**config.mk**
```make
export PLATFORM = sky130hd
export DESIGN_NAME = pf_lanectrl_dly_seq_flat
export DESIGN_NICKNAME = d
export VERILOG_FILES = /design/src/rtl/pf_lanectrl_dly_seq_pkg.sv /design/src/rtl/pf_lanectrl_dly_seq_if.sv /design/src/rtl/pf_lanectrl_dly_seq_rr_arb2.sv /design/src/rtl/pf_lanectrl_dly_seq.sv /design/src/flat_wrapper.sv
export SDC_FILE = /design/constraint.sdc
export NUM_CORES = 1
export LEC_CHECK = 0
export CAP_MARGIN = 20
export CORE_MARGIN = 1
export CORE_UTILIZATION = 42
export DETAILED_ROUTE_END_ITERATION = 10
export PLACE_DENSITY = 0.66
export SLEW_MARGIN = 20
export SYNTH_ARGS = -nofsm -noshare
export SYNTH_HDL_FRONTEND = slang
export SYNTH_SLANG_ARGS = --single-unit
```
**constraint.sdc**
```tcl
create_clock -name FAB_CLK -period 2.79 [get_ports FAB_CLK]
set_input_delay 0.558 -clock FAB_CLK [delete_from_list [all_inputs] [get_ports FAB_CLK]]
set_output_delay 0.558 -clock FAB_CLK [all_outputs]
set_load 0.02 [all_outputs]
```
**src/rtl/pf_lanectrl_dly_seq_pkg.sv**
```systemverilog
// -----------------------------------------------------------------------------
// pf_lanectrl_dly_pkg
//   Shared encodings for the DQS delay-line sequencer: requester op codes,
//   line select values, sequencer FSM states and the internal timer width.
// -----------------------------------------------------------------------------
package pf_lanectrl_dly_pkg;

  typedef enum logic [1:0] {
    OP_LOAD = 2'b00,
    OP_INC  = 2'b01,
    OP_DEC  = 2'b10,
    OP_NOP  = 2'b11
  } op_e;

  localparam logic LINE_RX = 1'b0;
  localparam logic LINE_TX = 1'b1;

  typedef enum logic [2:0] {
    ST_IDLE,
    ST_PRE,
    ST_SETUP,
    ST_PULSE,
    ST_GAP,
    ST_PST,
    ST_DONE
  } state_e;

  // Width of the shared PRE/GAP/PST cycle timer.
  localparam int CNT_W = 8;

endpackage

```
**src/rtl/pf_lanectrl_dly_seq_if.sv**
```systemverilog
// -----------------------------------------------------------------------------
// pf_lanectrl_dly_seq_if
//   Requester-side bus of the delay-line sequencer, two requesters wide
//   (0 = training engine, 1 = VT tracker).
//   REQ_VALID/REQ_READY  per-requester command handshake
//   REQ_LINE             0 = RX, 1 = TX
//   REQ_OP               00 LOAD, 01 INC, 10 DEC, 11 NOP
//   REQ_STEPS            step count (ignored for LOAD)
//   DONE / DONE_ERR      one-cycle completion pulse to owner, error qualifier
//   master = requesters, slave = sequencer.
// -----------------------------------------------------------------------------
interface pf_lanectrl_dly_seq_if #(
  parameter int TAP_W = 8
);
  logic [1:0]            REQ_VALID;
  logic [1:0]            REQ_READY;
  logic [1:0]            REQ_LINE;
  logic [1:0][1:0]       REQ_OP;
  logic [1:0][TAP_W-1:0] REQ_STEPS;
  logic [1:0]            DONE;
  logic                  DONE_ERR;

  modport master (
    output REQ_VALID, REQ_LINE, REQ_OP, REQ_STEPS,
    input  REQ_READY, DONE, DONE_ERR
  );

  modport slave (
    input  REQ_VALID, REQ_LINE, REQ_OP, REQ_STEPS,
    output REQ_READY, DONE, DONE_ERR
  );
endinterface

```
**src/rtl/pf_lanectrl_dly_seq_rr_arb2.sv**
```systemverilog
// -----------------------------------------------------------------------------
// pf_lanectrl_rr_arb2
//   Two-way round-robin arbiter. The pointer favours one requester; on
//   advance it moves past the current winner.
//   clk_i, rst_ni  clock, asynchronous active-low reset (pointer favours 0)
//   valid_i        request vector
//   advance_i      grant consumed this cycle
//   grant_o        one-hot grant or 0 (combinational)
// -----------------------------------------------------------------------------
module pf_lanectrl_rr_arb2 (
  input  logic       clk_i,
  input  logic       rst_ni,
  input  logic [1:0] valid_i,
  input  logic       advance_i,
  output logic [1:0] grant_o
);

  logic ptr_q, ptr_d;

  always_comb begin
    grant_o = 2'b00;
    if (ptr_q == 1'b0) begin
      if (valid_i[0])      grant_o = 2'b01;
      else if (valid_i[1]) grant_o = 2'b10;
    end else begin
      if (valid_i[1])      grant_o = 2'b10;
      else if (valid_i[0]) grant_o = 2'b01;
    end
    ptr_d = ptr_q;
    // Winner 0 hands priority to 1 and vice versa.
    if (advance_i) ptr_d = grant_o[0];
  end

  always_ff @(posedge clk_i or negedge rst_ni) begin
    if (!rst_ni) ptr_q <= 1'b0;
    else         ptr_q <= ptr_d;
  end

endmodule

```
**src/rtl/pf_lanectrl_dly_seq.sv**
```systemverilog
// -----------------------------------------------------------------------------
// pf_lanectrl_dly_seq
//   Sequences tap LOAD/INC/DEC commands from two requesters onto one lane
//   controller's RX/TX DQS delay lines. Commands are granted round-robin,
//   optionally bracketed by HS_IO_CLK_PAUSE, and issued as timed
//   DELAY_LINE_LOAD/MOVE pulses. Tap positions are tracked per line and
//   range violations abort the command with DONE_ERR.
// Ports
//   FAB_CLK, RESET_N         fabric clock, asynchronous active-low reset
//   req_if (slave)           requester handshake, DONE/DONE_ERR
//   RX_TAP, TX_TAP           tracked tap positions
//   DELAY_LINE_SEL/LOAD/DIRECTION/MOVE, HS_IO_CLK_PAUSE  to lane controller
//   RX/TX_DELAY_LINE_OUT_OF_RANGE                        from lane controller
// Configuration
//   LANECTRL_DLY_SEQ_PAUSE_EN  defined: PRE/PST pause bracketing enabled.
//                              undefined: pause tied 0, PRE/PST take 0 cycles.
// -----------------------------------------------------------------------------
module pf_lanectrl_dly_seq
  import pf_lanectrl_dly_pkg::*;
#(
  parameter int TAP_W     = 8,
  parameter int MAX_TAP   = 255,
  parameter int INIT_TAP  = 1,
  parameter int MOVE_GAP  = 4,
  parameter int PAUSE_PRE = 2,
  parameter int PAUSE_PST = 2
) (
  input  logic                 FAB_CLK,
  input  logic                 RESET_N,
  pf_lanectrl_dly_seq_if.slave req_if,
  output logic [TAP_W-1:0]     RX_TAP,
  output logic [TAP_W-1:0]     TX_TAP,
  output logic                 DELAY_LINE_SEL,
  output logic                 DELAY_LINE_LOAD,
  output logic                 DELAY_LINE_DIRECTION,
  output logic                 DELAY_LINE_MOVE,
  output logic                 HS_IO_CLK_PAUSE,
  input  logic                 RX_DELAY_LINE_OUT_OF_RANGE,
  input  logic                 TX_DELAY_LINE_OUT_OF_RANGE
);

`ifdef LANECTRL_DLY_SEQ_PAUSE_EN
  localparam bit PAUSE_EN = 1'b1;
`else
  localparam bit PAUSE_EN = 1'b0;
`endif

  localparam int PRE_CYC = PAUSE_EN ? PAUSE_PRE : 0;
  localparam int PST_CYC = PAUSE_EN ? PAUSE_PST : 0;
  localparam logic [CNT_W-1:0] PRE_LD = CNT_W'((PRE_CYC > 0) ? PRE_CYC - 1 : 0);
  localparam logic [CNT_W-1:0] PST_LD = CNT_W'((PST_CYC > 0) ? PST_CYC - 1 : 0);
  localparam logic [CNT_W-1:0] GAP_LD = CNT_W'(MOVE_GAP - 1);

  state_e             state_q;
  logic               armed_q;
  logic               owner_q;
  op_e                op_q;
  logic [TAP_W-1:0]   rem_q;
  logic [CNT_W-1:0]   cnt_q;
  logic               err_q;
  logic [TAP_W-1:0]   rx_tap_q, tx_tap_q;
  logic               pause_q, sel_q, dir_q, load_q, move_q;
  logic [1:0]         done_q;
  logic               done_err_q;

  logic [1:0]         grant, ready;
  logic               win, acc_line;
  op_e                acc_op;
  logic [TAP_W-1:0]   acc_steps, tap_sel, tap_step;
  logic               setup_err, oor_sel;

  pf_lanectrl_rr_arb2 u_arb (
    .clk_i     (FAB_CLK),
    .rst_ni    (RESET_N),
    .valid_i   (req_if.REQ_VALID),
    .advance_i (|ready),
    .grant_o   (grant)
  );

  // armed_q keeps READY low while reset is asserted and on the first cycle out.
  assign ready     = (armed_q && state_q == ST_IDLE) ? grant : 2'b00;
  assign win       = ready[1];
  assign acc_line  = req_if.REQ_LINE[win];
  assign acc_op    = op_e'(req_if.REQ_OP[win]);
  assign acc_steps = req_if.REQ_STEPS[win];

  assign tap_sel   = sel_q ? tx_tap_q : rx_tap_q;
  assign tap_step  = (op_q == OP_LOAD) ? TAP_W'(INIT_TAP) :
                     (op_q == OP_INC)  ? tap_sel + TAP_W'(1) : tap_sel - TAP_W'(1);
  // Refuse a move that would leave the legal tap range.
  assign setup_err = (op_q == OP_INC && tap_sel == TAP_W'(MAX_TAP)) ||
                     (op_q == OP_DEC && tap_sel == '0);
  assign oor_sel   = sel_q ? TX_DELAY_LINE_OUT_OF_RANGE : RX_DELAY_LINE_OUT_OF_RANGE;

  always_ff @(posedge FAB_CLK or negedge RESET_N) begin
    if (!RESET_N) begin
      state_q    <= ST_IDLE;
      armed_q    <= 1'b0;
      owner_q    <= 1'b0;
      op_q       <= OP_NOP;
      rem_q      <= '0;
      cnt_q      <= '0;
      err_q      <= 1'b0;
      rx_tap_q   <= TAP_W'(INIT_TAP);
      tx_tap_q   <= TAP_W'(INIT_TAP);
      pause_q    <= 1'b0;
      sel_q      <= 1'b0;
      dir_q      <= 1'b0;
      load_q     <= 1'b0;
      move_q     <= 1'b0;
      done_q     <= 2'b00;
      done_err_q <= 1'b0;
    end else begin
      armed_q    <= 1'b1;
      load_q     <= 1'b0;
      move_q     <= 1'b0;
      done_q     <= 2'b00;
      done_err_q <= 1'b0;
      unique case (state_q)
        ST_IDLE: if (|ready) begin
          owner_q <= win;
          op_q    <= acc_op;
          rem_q   <= (acc_op == OP_LOAD) ? TAP_W'(1) : acc_steps;
          if (acc_op == OP_NOP || (acc_op != OP_LOAD && acc_steps == '0)) begin
            // Nothing to move: complete without touching the lane.
            state_q     <= ST_DONE;
            done_q[win] <= 1'b1;
          end else begin
            sel_q   <= acc_line;
            dir_q   <= (acc_op == OP_INC);
            pause_q <= PAUSE_EN;
            if (PRE_CYC != 0) begin
              state_q <= ST_PRE;
              cnt_q   <= PRE_LD;
            end else begin
              state_q <= ST_SETUP;
            end
          end
        end
        ST_PRE: begin
          if (cnt_q == '0) state_q <= ST_SETUP;
          else             cnt_q   <= cnt_q - CNT_W'(1);
        end
        ST_SETUP: begin
          if (setup_err) begin
            if (PST_CYC != 0) begin
              state_q <= ST_PST;
              cnt_q   <= PST_LD;
              err_q   <= 1'b1;
            end else begin
              state_q         <= ST_DONE;
              pause_q         <= 1'b0;
              done_q[owner_q] <= 1'b1;
              done_err_q      <= 1'b1;
            end
          end else begin
            state_q <= ST_PULSE;
            load_q  <= (op_q == OP_LOAD);
            move_q  <= (op_q != OP_LOAD);
          end
        end
        ST_PULSE: begin
          if (sel_q) tx_tap_q <= tap_step;
          else       rx_tap_q <= tap_step;
          state_q <= ST_GAP;
          cnt_q   <= GAP_LD;
        end
        ST_GAP: begin
          if (cnt_q != '0) begin
            cnt_q <= cnt_q - CNT_W'(1);
          end else begin
            rem_q <= rem_q - TAP_W'(1);
            if (!oor_sel && rem_q != TAP_W'(1)) begin
              state_q <= ST_SETUP;
            end else if (PST_CYC != 0) begin
              state_q <= ST_PST;
              cnt_q   <= PST_LD;
              err_q   <= oor_sel;
            end else begin
              state_q         <= ST_DONE;
              pause_q         <= 1'b0;
              done_q[owner_q] <= 1'b1;
              done_err_q      <= oor_sel;
            end
          end
        end
        ST_PST: begin
          if (cnt_q == '0) begin
            state_q         <= ST_DONE;
            pause_q         <= 1'b0;
            done_q[owner_q] <= 1'b1;
            done_err_q      <= err_q;
          end else begin
            cnt_q <= cnt_q - CNT_W'(1);
          end
        end
        ST_DONE: begin
          state_q <= ST_IDLE;
          err_q   <= 1'b0;
          sel_q   <= 1'b0;
          dir_q   <= 1'b0;
        end
        default: state_q <= ST_IDLE;
      endcase
    end
  end

  assign req_if.REQ_READY     = ready;
  assign req_if.DONE          = done_q;
  assign req_if.DONE_ERR      = done_err_q;
  assign RX_TAP               = rx_tap_q;
  assign TX_TAP               = tx_tap_q;
  assign DELAY_LINE_SEL       = sel_q;
  assign DELAY_LINE_LOAD      = load_q;
  assign DELAY_LINE_DIRECTION = dir_q;
  assign DELAY_LINE_MOVE      = move_q;
  assign HS_IO_CLK_PAUSE      = pause_q;

endmodule

```
**src/flat_wrapper.sv**
```systemverilog
// flat-port wrapper written by rule: the top's interface ports become plain ports
module pf_lanectrl_dly_seq_flat import pf_lanectrl_dly_pkg::*;
#(
  parameter int TAP_W     = 8,
  parameter int MAX_TAP   = 255,
  parameter int INIT_TAP  = 1,
  parameter int MOVE_GAP  = 4,
  parameter int PAUSE_PRE = 2,
  parameter int PAUSE_PST = 2
)
  (FAB_CLK, RESET_N, RX_TAP, TX_TAP, DELAY_LINE_SEL, DELAY_LINE_LOAD, DELAY_LINE_DIRECTION, DELAY_LINE_MOVE, HS_IO_CLK_PAUSE, RX_DELAY_LINE_OUT_OF_RANGE, TX_DELAY_LINE_OUT_OF_RANGE, req_if_REQ_VALID, req_if_REQ_LINE, req_if_REQ_OP, req_if_REQ_STEPS, req_if_REQ_READY, req_if_DONE, req_if_DONE_ERR);
  pf_lanectrl_dly_seq_if #(.TAP_W(TAP_W)) req_if_i ();
  input  logic FAB_CLK;
  input  logic RESET_N;
  output logic [TAP_W-1:0] RX_TAP;
  output logic [TAP_W-1:0] TX_TAP;
  output logic DELAY_LINE_SEL;
  output logic DELAY_LINE_LOAD;
  output logic DELAY_LINE_DIRECTION;
  output logic DELAY_LINE_MOVE;
  output logic HS_IO_CLK_PAUSE;
  input  logic RX_DELAY_LINE_OUT_OF_RANGE;
  input  logic TX_DELAY_LINE_OUT_OF_RANGE;
  input wire logic [$bits(req_if_i.REQ_VALID)-1:0] req_if_REQ_VALID;
  input wire logic [$bits(req_if_i.REQ_LINE)-1:0] req_if_REQ_LINE;
  input wire logic [$bits(req_if_i.REQ_OP)-1:0] req_if_REQ_OP;
  input wire logic [$bits(req_if_i.REQ_STEPS)-1:0] req_if_REQ_STEPS;
  output wire logic [$bits(req_if_i.REQ_READY)-1:0] req_if_REQ_READY;
  output wire logic [$bits(req_if_i.DONE)-1:0] req_if_DONE;
  output wire logic [$bits(req_if_i.DONE_ERR)-1:0] req_if_DONE_ERR;
  assign req_if_i.REQ_VALID = req_if_REQ_VALID;
  assign req_if_i.REQ_LINE = req_if_REQ_LINE;
  assign req_if_i.REQ_OP = req_if_REQ_OP;
  assign req_if_i.REQ_STEPS = req_if_REQ_STEPS;
  assign req_if_REQ_READY = req_if_i.REQ_READY;
  assign req_if_DONE = req_if_i.DONE;
  assign req_if_DONE_ERR = req_if_i.DONE_ERR;
  pf_lanectrl_dly_seq #(.TAP_W(TAP_W), .MAX_TAP(MAX_TAP), .INIT_TAP(INIT_TAP), .MOVE_GAP(MOVE_GAP), .PAUSE_PRE(PAUSE_PRE), .PAUSE_PST(PAUSE_PST)) u_core (.FAB_CLK(FAB_CLK), .RESET_N(RESET_N), .req_if(req_if_i), .RX_TAP(RX_TAP), .TX_TAP(TX_TAP), .DELAY_LINE_SEL(DELAY_LINE_SEL), .DELAY_LINE_LOAD(DELAY_LINE_LOAD), .DELAY_LINE_DIRECTION(DELAY_LINE_DIRECTION), .DELAY_LINE_MOVE(DELAY_LINE_MOVE), .HS_IO_CLK_PAUSE(HS_IO_CLK_PAUSE), .RX_DELAY_LINE_OUT_OF_RANGE(RX_DELAY_LINE_OUT_OF_RANGE), .TX_DELAY_LINE_OUT_OF_RANGE(TX_DELAY_LINE_OUT_OF_RANGE));
endmodule
```
==> results.yml, run 1 <==
global_routing:
  grt_pass1_wl_mm: 12.5
  grt_max_degree: 27
  overflow: 0
  grt_pass1_vias: 2644
  grtUsageTotal: 0.207
  grt_antenna_before_repair: 0
finish:
  area_growth_pct: 23.5
  layout_common_cells: "50 x clkdlybuf4s50_1, 42 x dfrtp_1, 37 x nor2_1"
  final_common_cell: "clkdlybuf4s50_1"
  fillers: 719
  antenna-diode-count: 0
  nNetsFinal: 446
  instances_no_fill: 508
  layout-drive-gt1-share: 0.132
synth:
  synth_top_area_frac: 0.340
  yosys_warnings: 0
  syn-num-nets: 390
  ys_ff_latch: 47
  yosys.area.top_type: "dfrtp_1"
  avgSynthCellArea_um2: 9.00
  synth_edf_count: 0
  netlist_area_um2: 3170
  synth_cell_type_count: 63
  synth_area_leaders: "dfrtp_1 34%, mux2i_1 4.7%, nor2_1 4.4%"
  syn_inst: 352
  ys_async_sr_fraction: 1.00
  yosysSeqAreaShare: 0.373
  synth_ff_type: "dfrtp_1"
clock_tree:
  worst_skew_pair.late_latency_ns: 0.31
  htree_levels: 2
  root_buffer: "clkbuf_8"
  clk_transition_reported_paths_ns: 0.09
  clockBufferDepth: 2
  cts_tree: "yes"
  cts_setup_buffers: 0
  cts-buffers-inserted: 5
  holdBufCountCts: 0
  postCtsResizedCells: 0
  clock-sinks: 47
timing:
  worst_slew_pin_slew_ns: 0.831
  drv_slew: 0
  setup_viol: 0
  setup_ws_ns: 0.207
  relSlewSlack: 0.444
  min_period_over_period: 0.926
  rsz0062_at_grt: "false"
  final_hold_viol_count: 0
  fin_skew_ns: 0.0143
  fin_setup_tns_ns: 0
  max_freq_mhz: 387
  fin_crit_ns: 2.58
drt:
  totalWireLength_mm: 7.56
  wire_per_inst_um: 14.9
  ant_nets: 0
  drtPass1Iterations: 4
  viasPerCell: 5.47
  vias: 2780
  drc: 0
  first_iter_violations: 131
hold_path:
  hold_path_class: "input port to async pin"
setup_path:
  ff2ff_setup_slack_ns: 0.21
  cpPeakStageDelay_ns: 0.56
  reg2reg_from: "u_core.op_q[0]$_DFFE_PN1P_"
  r2r_end: "u_core.RX_TAP[7]$_DFFE_PN0P_"
  crit_type: "flop to flop"
  worstPathArrival_ns: 2.74
  critPathRequiredTime_ns: 2.95
  crit_path_cell_trace: "nor2b_1 > inv_1 > ha_1 > and4_1 > a21o_1 > or3_1 > nand3_1 > mux2i_1 > o21ai_0"
  rr_worst_depth: 9
  crit_slowest_cell: "dfstp_2"
  critPathCaptureType: "flop"
  path_max_fanout: 6
  critPathLaunchType: "flop"
floorplan:
  die_y_um: 88.9
  rows: 31
  die_x_um: 88.9
  coreArea_um2: 7290
  start_util: 0.435
  dieArea_um2: 7900
  ios: 54
power_and_ir_drop:
  p_per_area_nw_per_um2: 1130
  leakage_nw: 1.73
  power_mw: 4.41
  peakVddDrop_mv: 0.377
placement:
  portBuffers: 52
  dpl.cell_count: 500
  hpwl_mm: 5.80
  dp_slack_ns: 0.154
  place_congestion: 0.869
flow_run:
  maxCapViolations: 0
run_status:
  status: "finished, final reports clean"
## final cells by class
type | count | area, µm² | area share
sequential | 47 | 1180 | 0.302
inverter | 17 | 63.8 | 0.0163
clock inverter | 1 | 8.76 | 0.00224
tap | 99 | 124 | 0.0316
clock buffer | 7 | 86.3 | 0.0221
timing repair buffer | 64 | 608 | 0.155
multi-input combinational | 273 | 1840 | 0.470
## cells in the mapped netlist (4+ instances only)
| library cell | count |
|---|---|
| buf_2 | 5 |
| a21oi_1 | 15 |
| nor3_1 | 10 |
| a21o_1 | 4 |
| nand2_1 | 32 |
| nand3_1 | 10 |
| mux2_2 | 10 |
| a31oi_1 | 5 |
| ha_1 | 9 |
| nor2_1 | 37 |
| dfstp_2 | 4 |
| o22ai_1 | 4 |
| a22o_1 | 5 |
| clkbuf_1 | 6 |
| inv_1 | 17 |
| nor4_1 | 4 |
| o31ai_1 | 6 |
| o21ai_0 | 26 |
| nand2b_1 | 5 |
| and3_1 | 6 |
| nor2b_1 | 4 |
| mux2i_1 | 15 |
| dfrtp_1 | 43 |
| or3_1 | 8 |
## metrics by stage
step	hold WS [ns]	util	cell area, µm²
2_1_floorplan	0.262	-	3170
3_3_place_gp	0.486	0.523	3810
3_5_place_dp	0.488	0.523	3810
4_1_cts	0.262	0.536	3910
5_1_grt	0.291	0.537	3910
6_report	0.248	0.537	3910
## logic make-up (layout without fill, tap and decap cells)
kind of cell / Yosys count / after routing / synth area share
other cells: 2 / 2 / 0.00237
flops: 47 / 47 / 0.373
buf+inv: 32 / 89 / 0.0470
simple gates: 132 / 132 / 0.212
xor+xnor: 4 / 4 / 0.0111
mux: 26 / 26 / 0.0876
fa+ha+maj: 11 / 11 / 0.0450
compound gates: 98 / 98 / 0.222
## state kept, by name, summed over array words and instances, names as in the netlist
| signal | count |
|---|---|
| u_core.DELAY_LINE_DIRECTION | 1 |
| u_core.DELAY_LINE_LOAD | 1 |
| u_core.DELAY_LINE_MOVE | 1 |
| u_core.DELAY_LINE_SEL | 1 |
| u_core.RX_TAP | 8 |
| u_core.TX_TAP | 8 |
| u_core.armed_q | 1 |
| u_core.cnt_q | 8 |
| u_core.op_q | 2 |
| u_core.owner_q | 1 |
| u_core.rem_q | 8 |
| u_core.req_if.DONE | 2 |
| u_core.req_if.DONE_ERR | 1 |
| u_core.state_q | 3 |
| u_core.u_arb.ptr_q | 1 |
## worst max-delay path, delay by kind of cell, from the launching register on
| kind | cells | cell delay [ns] |
|---|---|---|
| fa+ha+maj | 1 | 0.39 |
| simple gates | 4 | 0.82 |
| flops | 1 | 0.56 |
| buf+inv | 1 | 0.15 |
| mux | 1 | 0.23 |
| compound gates | 2 | 0.30 |
## report_power, final
group / total [mW] / internal, mW / switching (mW)
Combinational: 2.67 / 1.20 / 1.47
Clock: 0.436 / 0.203 / 0.233
Sequential: 1.31 / 0.984 / 0.322
## metal layers
metal,up-vias,routed length (µm),track usage,part of all wire
met5,-,0,0,0
met3,15,297,0.0326,0.039
met2,76,3400,0.329,0.45
li1,1391,-,-,-
met1,1298,3690,0.282,0.49
met4,0,170,0.0821,0.022
## worst max-delay path by stage
| stage | from | to | slack, ns | depth (start not counted) |
|---|---|---|---|---|
| final | u_core.op_q[0]$_DFFE_PN1P_ | u_core.RX_TAP[7]$_DFFE_PN0P_ | 0.21 | 9 |
| after floorplan | u_core.DELAY_LINE_SEL$_DFFE_PN0P_ | u_core.RX_TAP[7]$_DFFE_PN0P_ | 0.07 | 10 |
| after global routing | u_core.op_q[0]$_DFFE_PN1P_ | u_core.TX_TAP[6]$_DFFE_PN0P_ | 0.007 | 9 |
| after global placement | req_if_REQ_VALID[0] | req_if_REQ_READY[0] | 0.18 | 4 |
| after detailed placement | req_if_REQ_VALID[0] | req_if_REQ_READY[0] | 0.15 | 4 |
| after CTS | u_core.state_q[2]$_DFFE_PN0P_ | req_if_REQ_READY[0] | 0.1 | 4 |
Note: power is estimated with default switching activity, not from simulation.
==> run 2, diff against run 1 <==
REMOVE_ABC_BUFFERS = 1   (was unset)
==> run 2 against run 1 <==
Net effect: utilization grew 0.22 points; non-clock buffer count grew 2; cell count grew 0.39%; clock power grew 6.2%; critical path type is now flop to primary output.
==> results.yml, run 2 (synthesis results as in run 1) <==
run_status:
  status: "finished, final reports clean"
drt:
  totalWireLength_mm: 7.69
  drtPass1Iterations: 4
  vias: 2799
  first_iter_violations: 132
  viasPerCell: 5.49
  ant_nets: 0
  wire_per_inst_um: 15.1
  drc: 0
setup_path:
  worstPathArrival_ns: 2.03
  crit_type: "flop to primary output"
  critPathRequiredTime_ns: 2.23
  reg2reg_from: "u_core.op_q[0]$_DFFE_PN1P_"
  critPathCaptureType: "primary output"
  path_max_fanout: 5
  critPathLaunch: "u_core.state_q[2]$_DFFE_PN0P_"
  critPathLaunchType: "flop"
clock_tree:
  clk_transition_reported_paths_ns: 0.09
  clockBufferDepth: 2
  cts-buffers-inserted: 5
  worst_skew_pair.late_latency_ns: 0.30
  cts_tree: "yes"
  root_buffer: "clkbuf_8"
  htree_levels: 2
  clock-sinks: 47
  holdBufCountCts: 0
finish:
  multiInputGateArea_um2: 1840
  layout-drive-gt1-share: 0.139
  fillers: 708
  layout_common_cells: "51 x clkdlybuf4s50_1, 42 x dfrtp_1, 37 x nor2_1"
  fin_area_um2: 3930
  area_growth_pct: 24.0
  nNetsFinal: 448
  instances_no_fill: 510
  antenna-diode-count: 0
  seqCellArea_um2: 1180
  final_common_cell: "clkdlybuf4s50_1"
power_and_ir_drop:
  p_per_area_nw_per_um2: 1130
  peakVddDrop_mv: 0.374
  leakage_nw: 1.72
floorplan:
  die_y_um: 88.9
  dieArea_um2: 7900
  die_x_um: 88.9
  rows: 31
  coreArea_um2: 7290
  ios: 54
  start_util: 0.435
global_routing:
  grt_antenna_before_repair: 0
  grt_pass1_vias: 2703
  grt_max_degree: 22
  overflow: 0
  grtUsageTotal: 0.214
  grt_pass1_wl_mm: 13.0
timing:
  fin_crit_ns: 2.59
  setup_viol: 0
  fin_setup_tns_ns: 0
  drv_slew: 0
  max_freq_mhz: 386
  worst_slew_pin_slew_ns: 0.811
  min_period_over_period: 0.929
  rsz0062_at_grt: "false"
  fin_skew_ns: 0.00990
  final_hold_viol_count: 0
  relSlewSlack: 0.457
placement:
  portBuffers: 52
  place_congestion: 0.877
  postPlaceCellArea_um2: 3830
  hpwl_mm: 5.96
  dpl.cell_count: 502
flow_run:
  maxCapViolations: 0
hold_path:
  hold_path_class: "input port to async pin"
run 2: cell types whose count changed in the layout (fill, tap and decap cells not counted), sizes merged:
cell,previous run,this run
clkbuf,7,8
clkdlybuf4s50,50,51
dlymetal6s2s,1,0
buf,13,15
clkinv,1,0
run 2: worst paths after layout:
kind                                           endpoint  slack (ns)  cells after the start
hold / removal             u_core.RX_TAP[1]$_DFFE_PN0P_        0.09                      1
setup reg to reg           u_core.TX_TAP[6]$_DFFE_PN0P_        0.25                      9
min in group FAB_CLK       u_core.RX_TAP[0]$_DFFE_PN1P_        0.50                      1
hold reg to reg            u_core.RX_TAP[0]$_DFFE_PN1P_        0.50                      1
max in group asynchronous  u_core.RX_TAP[0]$_DFFE_PN1P_        2.11                      2
setup / recovery                    req_if_REQ_READY[0]        0.20                      4
run 2: routing by layer:
layer / GRT usage / part of all wire / vias to the layer above
met3: 0.0289 / 0.028 / 12
met2: 0.340 / 0.46 / 53
met5: 0 / 0 / -
met4: 0.0704 / 0.018 / 0
li1: - / - / 1396
met1: 0.301 / 0.49 / 1338
run 2: worst max-delay path, cell delays in order (launching register included):
cell	delay (ns)
dfrtp_1	0.42
nor3_4	0.33
nand3_1	0.14
a21oi_1	0.20
clkdlybuf4s50_1	0.64
run 2: area by class of cell:
type,count,share of cell area
Tap cell,99,0.0315
Sequential cell,47,0.301
Multi-Input combinational cell,273,0.468
Clock buffer,8,0.0255
Timing Repair Buffer,66,0.158
Inverter,17,0.0162
run 2: what timing repair did:
item / 4_1_cts / 5_1_grt
gates resized for setup: 0 / 2
setup buffers: 0 / 0
setup endpoints to repair: 0 / 2
run 2: power by group:
group | internal [mW] | switching (mW)
sequential | 0.984 | 0.325
combinational | 1.20 | 1.46
clock | 0.227 | 0.236
total | 2.41 | 2.02
run 2: per-stage QoR:
stage,power [mW],utilization,hold WS (ns),worst slack (ns)
after CTS,4.44,0.539,0.0953,0.178
final,4.43,0.539,0.0937,0.199
after detailed placement,3.97,0.525,0.424,0.156
after global placement,3.91,0.525,0.422,0.189
after global routing,4.83,0.539,0.0947,0.0135
after floorplan,3.10,-,0.262,0.133
